--- config.mk ---
export PLATFORM = sky130hd
export DESIGN_NAME = dca_matrix_lsu_txn_gen
export DESIGN_NICKNAME = d
export VERILOG_FILES = /design/src/rtl/dca_matrix_lsu_txn_gen.sv
export SDC_FILE = /design/constraint.sdc
export NUM_CORES = 1
export LEC_CHECK = 0
export ABC_AREA = 1
export CELL_PAD_IN_SITES_DETAIL_PLACEMENT = 1
export CELL_PAD_IN_SITES_GLOBAL_PLACEMENT = 2
export CORE_ASPECT_RATIO = 0.7
export CORE_MARGIN = 2
export CORE_UTILIZATION = 29
export DETAILED_ROUTE_END_ITERATION = 8
export PLACE_DENSITY = 0.79
export SLEW_MARGIN = 10
export SYNTH_ARGS = -nofsm -noshare
export SYNTH_HDL_FRONTEND = slang
export SYNTH_SLANG_ARGS = --single-unit
--- constraint.sdc ---
create_clock -name clk -period 2.02 [get_ports clk]
set_input_delay 0.404 -clock clk [delete_from_list [all_inputs] [get_ports clk]]
set_output_delay 0.404 -clock clk [all_outputs]
set_load 0.02 [all_outputs]
--- src/rtl/dca_matrix_lsu_txn_gen.sv ---
// Purpose: expands one matrix LSU instruction into one AXI address request plus one txn-info word per row.
// Latency: first ax_valid 2 cycles after instruction accept; each row costs 1 CALC + at least 1 ISSUE cycle.
// Backpressure: ax and txn channels stall independently; a row waits in ISSUE until both have handshaken once.
module dca_matrix_lsu_txn_gen #(
   parameter int BW_ADDR     = 32,
   parameter int BW_AXI_DATA = 32,
   parameter int MATRIX_SIZE = 4,
   parameter int BW_STRIDE   = 16,
   localparam int BW_BITADDR = $clog2(BW_AXI_DATA),
   localparam int BW_DIM     = $clog2(MATRIX_SIZE),
   localparam int BW_OFF     = BW_BITADDR - 3,
   localparam int BW_TXN     = BW_BITADDR + 10
) (
   input  logic                  clk,
   input  logic                  rstnn,
   input  logic                  clear,
   input  logic                  enable,
   input  logic                  inst_valid,
   output logic                  inst_ready,
   input  logic [BW_ADDR-1:0]    inst_addr,
   input  logic [BW_STRIDE-1:0]  inst_stride,
   input  logic [BW_DIM-1:0]     inst_nrow_m1,
   input  logic [BW_DIM-1:0]     inst_ncol_m1,
   output logic                  ax_valid,
   input  logic                  ax_ready,
   output logic [BW_ADDR-1:0]    ax_addr,
   output logic [7:0]            ax_len,
   output logic                  txn_valid,
   input  logic                  txn_ready,
   output logic [BW_TXN-1:0]     txn_info
);

   typedef enum logic [1:0] {S_IDLE, S_CALC, S_ISSUE} state_t;

   state_t                 state_q, state_d;
   logic [BW_ADDR-1:0]     row_addr_q;
   logic [BW_STRIDE-1:0]   stride_q;
   logic [BW_DIM-1:0]      nrow_q, ncol_q, row_q;
   logic [BW_ADDR-1:0]     ax_addr_q;
   logic [7:0]             ax_len_q;
   logic [BW_BITADDR-1:0]  bitaddr_q;
   logic                   is_first_q, is_last_q;
   logic                   ax_done_q, txn_done_q;

   logic [BW_OFF-1:0]      calc_off;
   logic [15:0]            calc_bytes;
   logic [7:0]             calc_len;
   logic                   ax_hs, txn_hs, row_done;

   // Per-row geometry: byte offset inside the first beat, and beats needed to cover the row
   always_comb begin
      calc_off   = row_addr_q[BW_OFF-1:0];
      calc_bytes = 16'(calc_off) + ((16'(ncol_q) + 16'd1) << 2);
      calc_len   = 8'((calc_bytes - 16'd1) >> BW_OFF);
   end

   assign ax_hs    = ax_valid & ax_ready;
   assign txn_hs   = txn_valid & txn_ready;
   assign row_done = (state_q == S_ISSUE) && enable &&
                     (ax_done_q | ax_hs) && (txn_done_q | txn_hs);

   // State register; clear beats any same-cycle transition
   always_ff @(posedge clk or negedge rstnn) begin
      if (!rstnn)
         state_q <= S_IDLE;
      else if (clear)
         state_q <= S_IDLE;
      else
         state_q <= state_d;
   end

   // Next-state logic; nothing moves while enable is low
   always_comb begin
      state_d = state_q;
      if (enable) begin
         case (state_q)
            S_IDLE:  if (inst_valid) state_d = S_CALC;
            S_CALC:  state_d = S_ISSUE;
            S_ISSUE: if (row_done) state_d = is_last_q ? S_IDLE : S_CALC;
            default: state_d = S_IDLE;
         endcase
      end
   end

   // Output decode; valids are gated by enable so no handshake completes while held
   always_comb begin
      inst_ready = 1'b0;
      ax_valid   = 1'b0;
      txn_valid  = 1'b0;
      if (enable) begin
         inst_ready = (state_q == S_IDLE);
         ax_valid   = (state_q == S_ISSUE) && !ax_done_q;
         txn_valid  = (state_q == S_ISSUE) && !txn_done_q;
      end
   end

   // Datapath: latch instruction, register per-row values in CALC, track handshakes in ISSUE
   always_ff @(posedge clk or negedge rstnn) begin
      if (!rstnn) begin
         row_addr_q <= '0;  stride_q  <= '0;  nrow_q     <= '0;  ncol_q    <= '0;
         row_q      <= '0;  ax_addr_q <= '0;  ax_len_q   <= '0;  bitaddr_q <= '0;
         is_first_q <= 1'b0; is_last_q <= 1'b0; ax_done_q <= 1'b0; txn_done_q <= 1'b0;
      end else if (clear) begin
         row_addr_q <= '0;  stride_q  <= '0;  nrow_q     <= '0;  ncol_q    <= '0;
         row_q      <= '0;  ax_addr_q <= '0;  ax_len_q   <= '0;  bitaddr_q <= '0;
         is_first_q <= 1'b0; is_last_q <= 1'b0; ax_done_q <= 1'b0; txn_done_q <= 1'b0;
      end else if (enable) begin
         case (state_q)
            S_IDLE: begin
               if (inst_valid) begin
                  row_addr_q <= inst_addr;
                  stride_q   <= inst_stride;
                  nrow_q     <= inst_nrow_m1;
                  ncol_q     <= inst_ncol_m1;
                  row_q      <= '0;
               end
            end
            S_CALC: begin
               ax_addr_q  <= {row_addr_q[BW_ADDR-1:BW_OFF], {BW_OFF{1'b0}}};
               ax_len_q   <= calc_len;
               bitaddr_q  <= {calc_off, 3'b000};
               is_first_q <= (row_q == '0);
               is_last_q  <= (row_q == nrow_q);
            end
            S_ISSUE: begin
               if (row_done) begin
                  ax_done_q  <= 1'b0;
                  txn_done_q <= 1'b0;
                  if (!is_last_q) begin
                     row_q      <= row_q + BW_DIM'(1);
                     row_addr_q <= row_addr_q + (BW_ADDR'(stride_q) << 3);
                  end
               end else begin
                  if (ax_hs)  ax_done_q  <= 1'b1;
                  if (txn_hs) txn_done_q <= 1'b1;
               end
            end
            default: ;
         endcase
      end
   end

   assign ax_addr  = ax_addr_q;
   assign ax_len   = ax_len_q;
   assign txn_info = {is_first_q, is_last_q, ax_len_q, bitaddr_q};

endmodule

==> run_results.csv <==
group,metric,value,unit
placement,gp_congestion,0.866,
cells_and_area,diodes,0,
placement,io_buffers,111,
sta,min_period_over_period,95.5,%
logic_synthesis,synth_top_cell_by_area,"dfrtp_1",
sta,drv_slew,0,
placement,placed_cells,1254,
logic_synthesis,postSynthAreaPerCell,7.21,sq um
global_route,grt_max_degree,36,
logic_synthesis,syn_inst,843,
clock_network,cts_buffer_depth,2,
route,drt_iter0_drc,229,
pwr,total_power,7.65,mW
clock_network,htree_num_levels,3,
global_route,grt-ovfl-total,0,
cells_and_area,layout_common_cells,"nand2_1, inv_1, clkdlybuf4s50_1, dfrtp_1, nand3_1",
die,die_x,177,microns
logic_synthesis,ys_types,39,
setup_path,crit_path_frequent_cell,"inv_1",
die,num_io_pins,117,
route,wl_per_cell,16.3,microns
route,drt_wl_total,20700,microns
setup_path,critPathLaunchType,"primary input",
die,die_h,125,microns
setup_path,reg2reg_depth,11,
cells_and_area,nFillCells,2477,
clock_network,clk_latency,370,ps
clock_network,ctsHoldBuffers,0,
logic_synthesis,yosysWarningCount,0,
clock_network,cts_tree,"yes",
setup_path,path_cells,"clkdlybuf4s50_1 > inv_1 > nor2_4 > inv_1 > nor2_1 > clkdlybuf4s15_1",
sta,post-route-min-period,1930,ps
setup_path,cp-end-kind,"output port",
sta,skew,16.7,ps
route,drc,0,
logic_synthesis,yosysTopAreaCellShare,39.9,%
setup_path,critPathKind,"primary input to output port",
route,ant_nets,0,
sta,fmax,518,MHz
worst_hold_path,hold_class,"primary input to asynchronous set/reset pin",
cells_and_area,fin_area,0.00846,sq mm
die,core_area,0.0206,sq mm
pwr,power.density,904,mW/mm^2
die,dieArea,0.0221,sq mm
cells_and_area,syn_to_final_growth,39.2,%
logic_synthesis,async_flop_share,100,%
sta,setup-violations-final,0,
route,vias,5875,
die,row_count,44,
cells_and_area,nets,1069,
setup_path,slowest_stage,"clkdlybuf4s50_1",
logic_synthesis,synth_seq_cells,97,
logic_synthesis,ys.flop_type,"dfrtp_1",
cells_and_area,drive_above_1_share,16.1,%
setup_path,worstPathArrival,1520,ps
logic_synthesis,synth_area_leaders,"dfrtp_1, nand2_1, inv_1, nand3_1, ha_1",
setup_path,r2r-start,"stride_q[0]",
cells_and_area,finalNonFillerCells,1270,
sta,tns,0,ps
setup_path,cp_slowest_stage_delay,480,ps
cells_and_area,layout_commonest_cell,"nand2_1",
setup_path,path_max_fanout,2,
logic_synthesis,synth-seq-area-share,39.9,%
setup_path,r2r_setup_slack,120,ps
clock_network,cts_num_sinks,97,
global_route,grt_pass1_vias,6180,
setup_path,required,1620,ps
route,dr.pass1.iters,4,
global_route,gr-usage-all-layers,19.4,%
logic_synthesis,synth_area,0.00608,sq mm
sta,rsz0062_at_grt,"yes",
placement,post-place-ws,-217,ps
clock_network,cts_root_buffer,"clkbuf_16",
sta,setup_ws,91.1,ps
global_route,grt_pass1_wl,33600,microns
run_status,outcome,"completed",
placement,placed_area,0.00789,sq mm
clock_network,clkSlewWorstSetupHoldPaths,70,ps
cells_and_area,fin_util,41.0,%
route,vias_per_cell,4.63,
clock_network,cts_buffers,9,
pwr,ir_worst_vdd,0.455,mV
sta,hold_viol,0,
pwr,leakage,4.00,nW
global_route,antenna_found_initial,0,
setup_path,rr_endpoint,"row_addr_q[29]",
run,maxCapViolCount,0,
sta,worst_hold_slack,12.0,ps
logic_synthesis,synth-edff-count,0,
die,initial_core_util,29.4,%
placement,place_hpwl,15800,microns
[metal layers]
layer  track usage [%]  up-vias  part of all wire, %
li1                  -     2950                    -
met5                 0        -                    0
met1              29.4     2810                   53
met4              3.40        0                 0.73
met2              28.2      103                   41
met3              4.26       12                  5.2
[cell families after synthesis]
kind of cell / Yosys count / share of synthesized area, %
AOI/OAI and AO/OA: 148 / 15.5
xor gates and xnor gates: 1 / 0.144
adders and majority gates: 20 / 4.24
buffers and inverters: 213 / 14.7
DFF: 97 / 39.9
other: 1 / 0.0617
and+or+nand+nor: 363 / 25.4
[final cells by class]
type	count	area, sq um	area share, %
flip-flops and latches	97	2430	28.7
repair buffers	175	1700	20.1
multi-input cells	537	3070	36.3
inverters	170	638	7.54
clock inverters	6	55.1	0.651
well taps	276	345	4.08
clock buffers	9	225	2.66
[what timing repair did]
action	in CTS	in global routing
endpoints found under the setup margin	15	25
pin swaps	0	8
setup buffers	0	1
gates resized for setup	8	69
gates cloned	0	0
[worst max-delay path by stage]
stage	endpoint	cells after the start	slack, ps	startpoint
6_report	ax_valid	6	90	enable
5_1_grt	row_addr_q[11]	10	-40	stride_q[0]
4_1_cts	row_addr_q[18]	9	7	row_addr_q[6]
3_5_place_dp	txn_valid	6	-220	enable
3_3_place_gp	txn_valid	6	-190	enable
2_1_floorplan	row_addr_q[23]	11	170	row_addr_q[3]
[synthesized netlist by cell type (2+ instances only)]
master / n
nand3_1: 79
nand2_1: 203
o22ai_1: 32
nand4_1: 7
and2_1: 2
nand3b_1: 4
a22oi_1: 3
buf_6: 2
clkbuf_1: 19
a21boi_0: 2
o21ai_0: 45
dfrtp_1: 97
inv_1: 166
a211oi_1: 16
buf_2: 2
a21boi_1: 8
nor2_1: 58
a21oi_1: 23
buf_4: 20
nor3_1: 3
o21ai_1: 4
nand2_2: 2
ha_1: 19
inv_2: 3
a21boi_2: 10
[registers in the layout (all words and copies together), names as in the netlist]
register	count
bitaddr_q	2
state_q	2
txn_done_q	1
ax_addr	30
row_addr_q	32
ncol_q	2
nrow_q	2
stride_q	16
ax_len	5
is_last_q	1
is_first_q	1
ax_done_q	1
row_q	2
[worst max-delay path: cells and delay by family]
family,cells,cell delay [ps]
and+or+nand+nor,2,190
buffers and inverters,4,930
[power by group]
part | internal, mW | switching [mW]
registers | 2.28 | 0.336
clock network | 0.859 | 0.858
logic | 1.40 | 1.91
No activity file was read; power rests on OpenSTA's default activity.
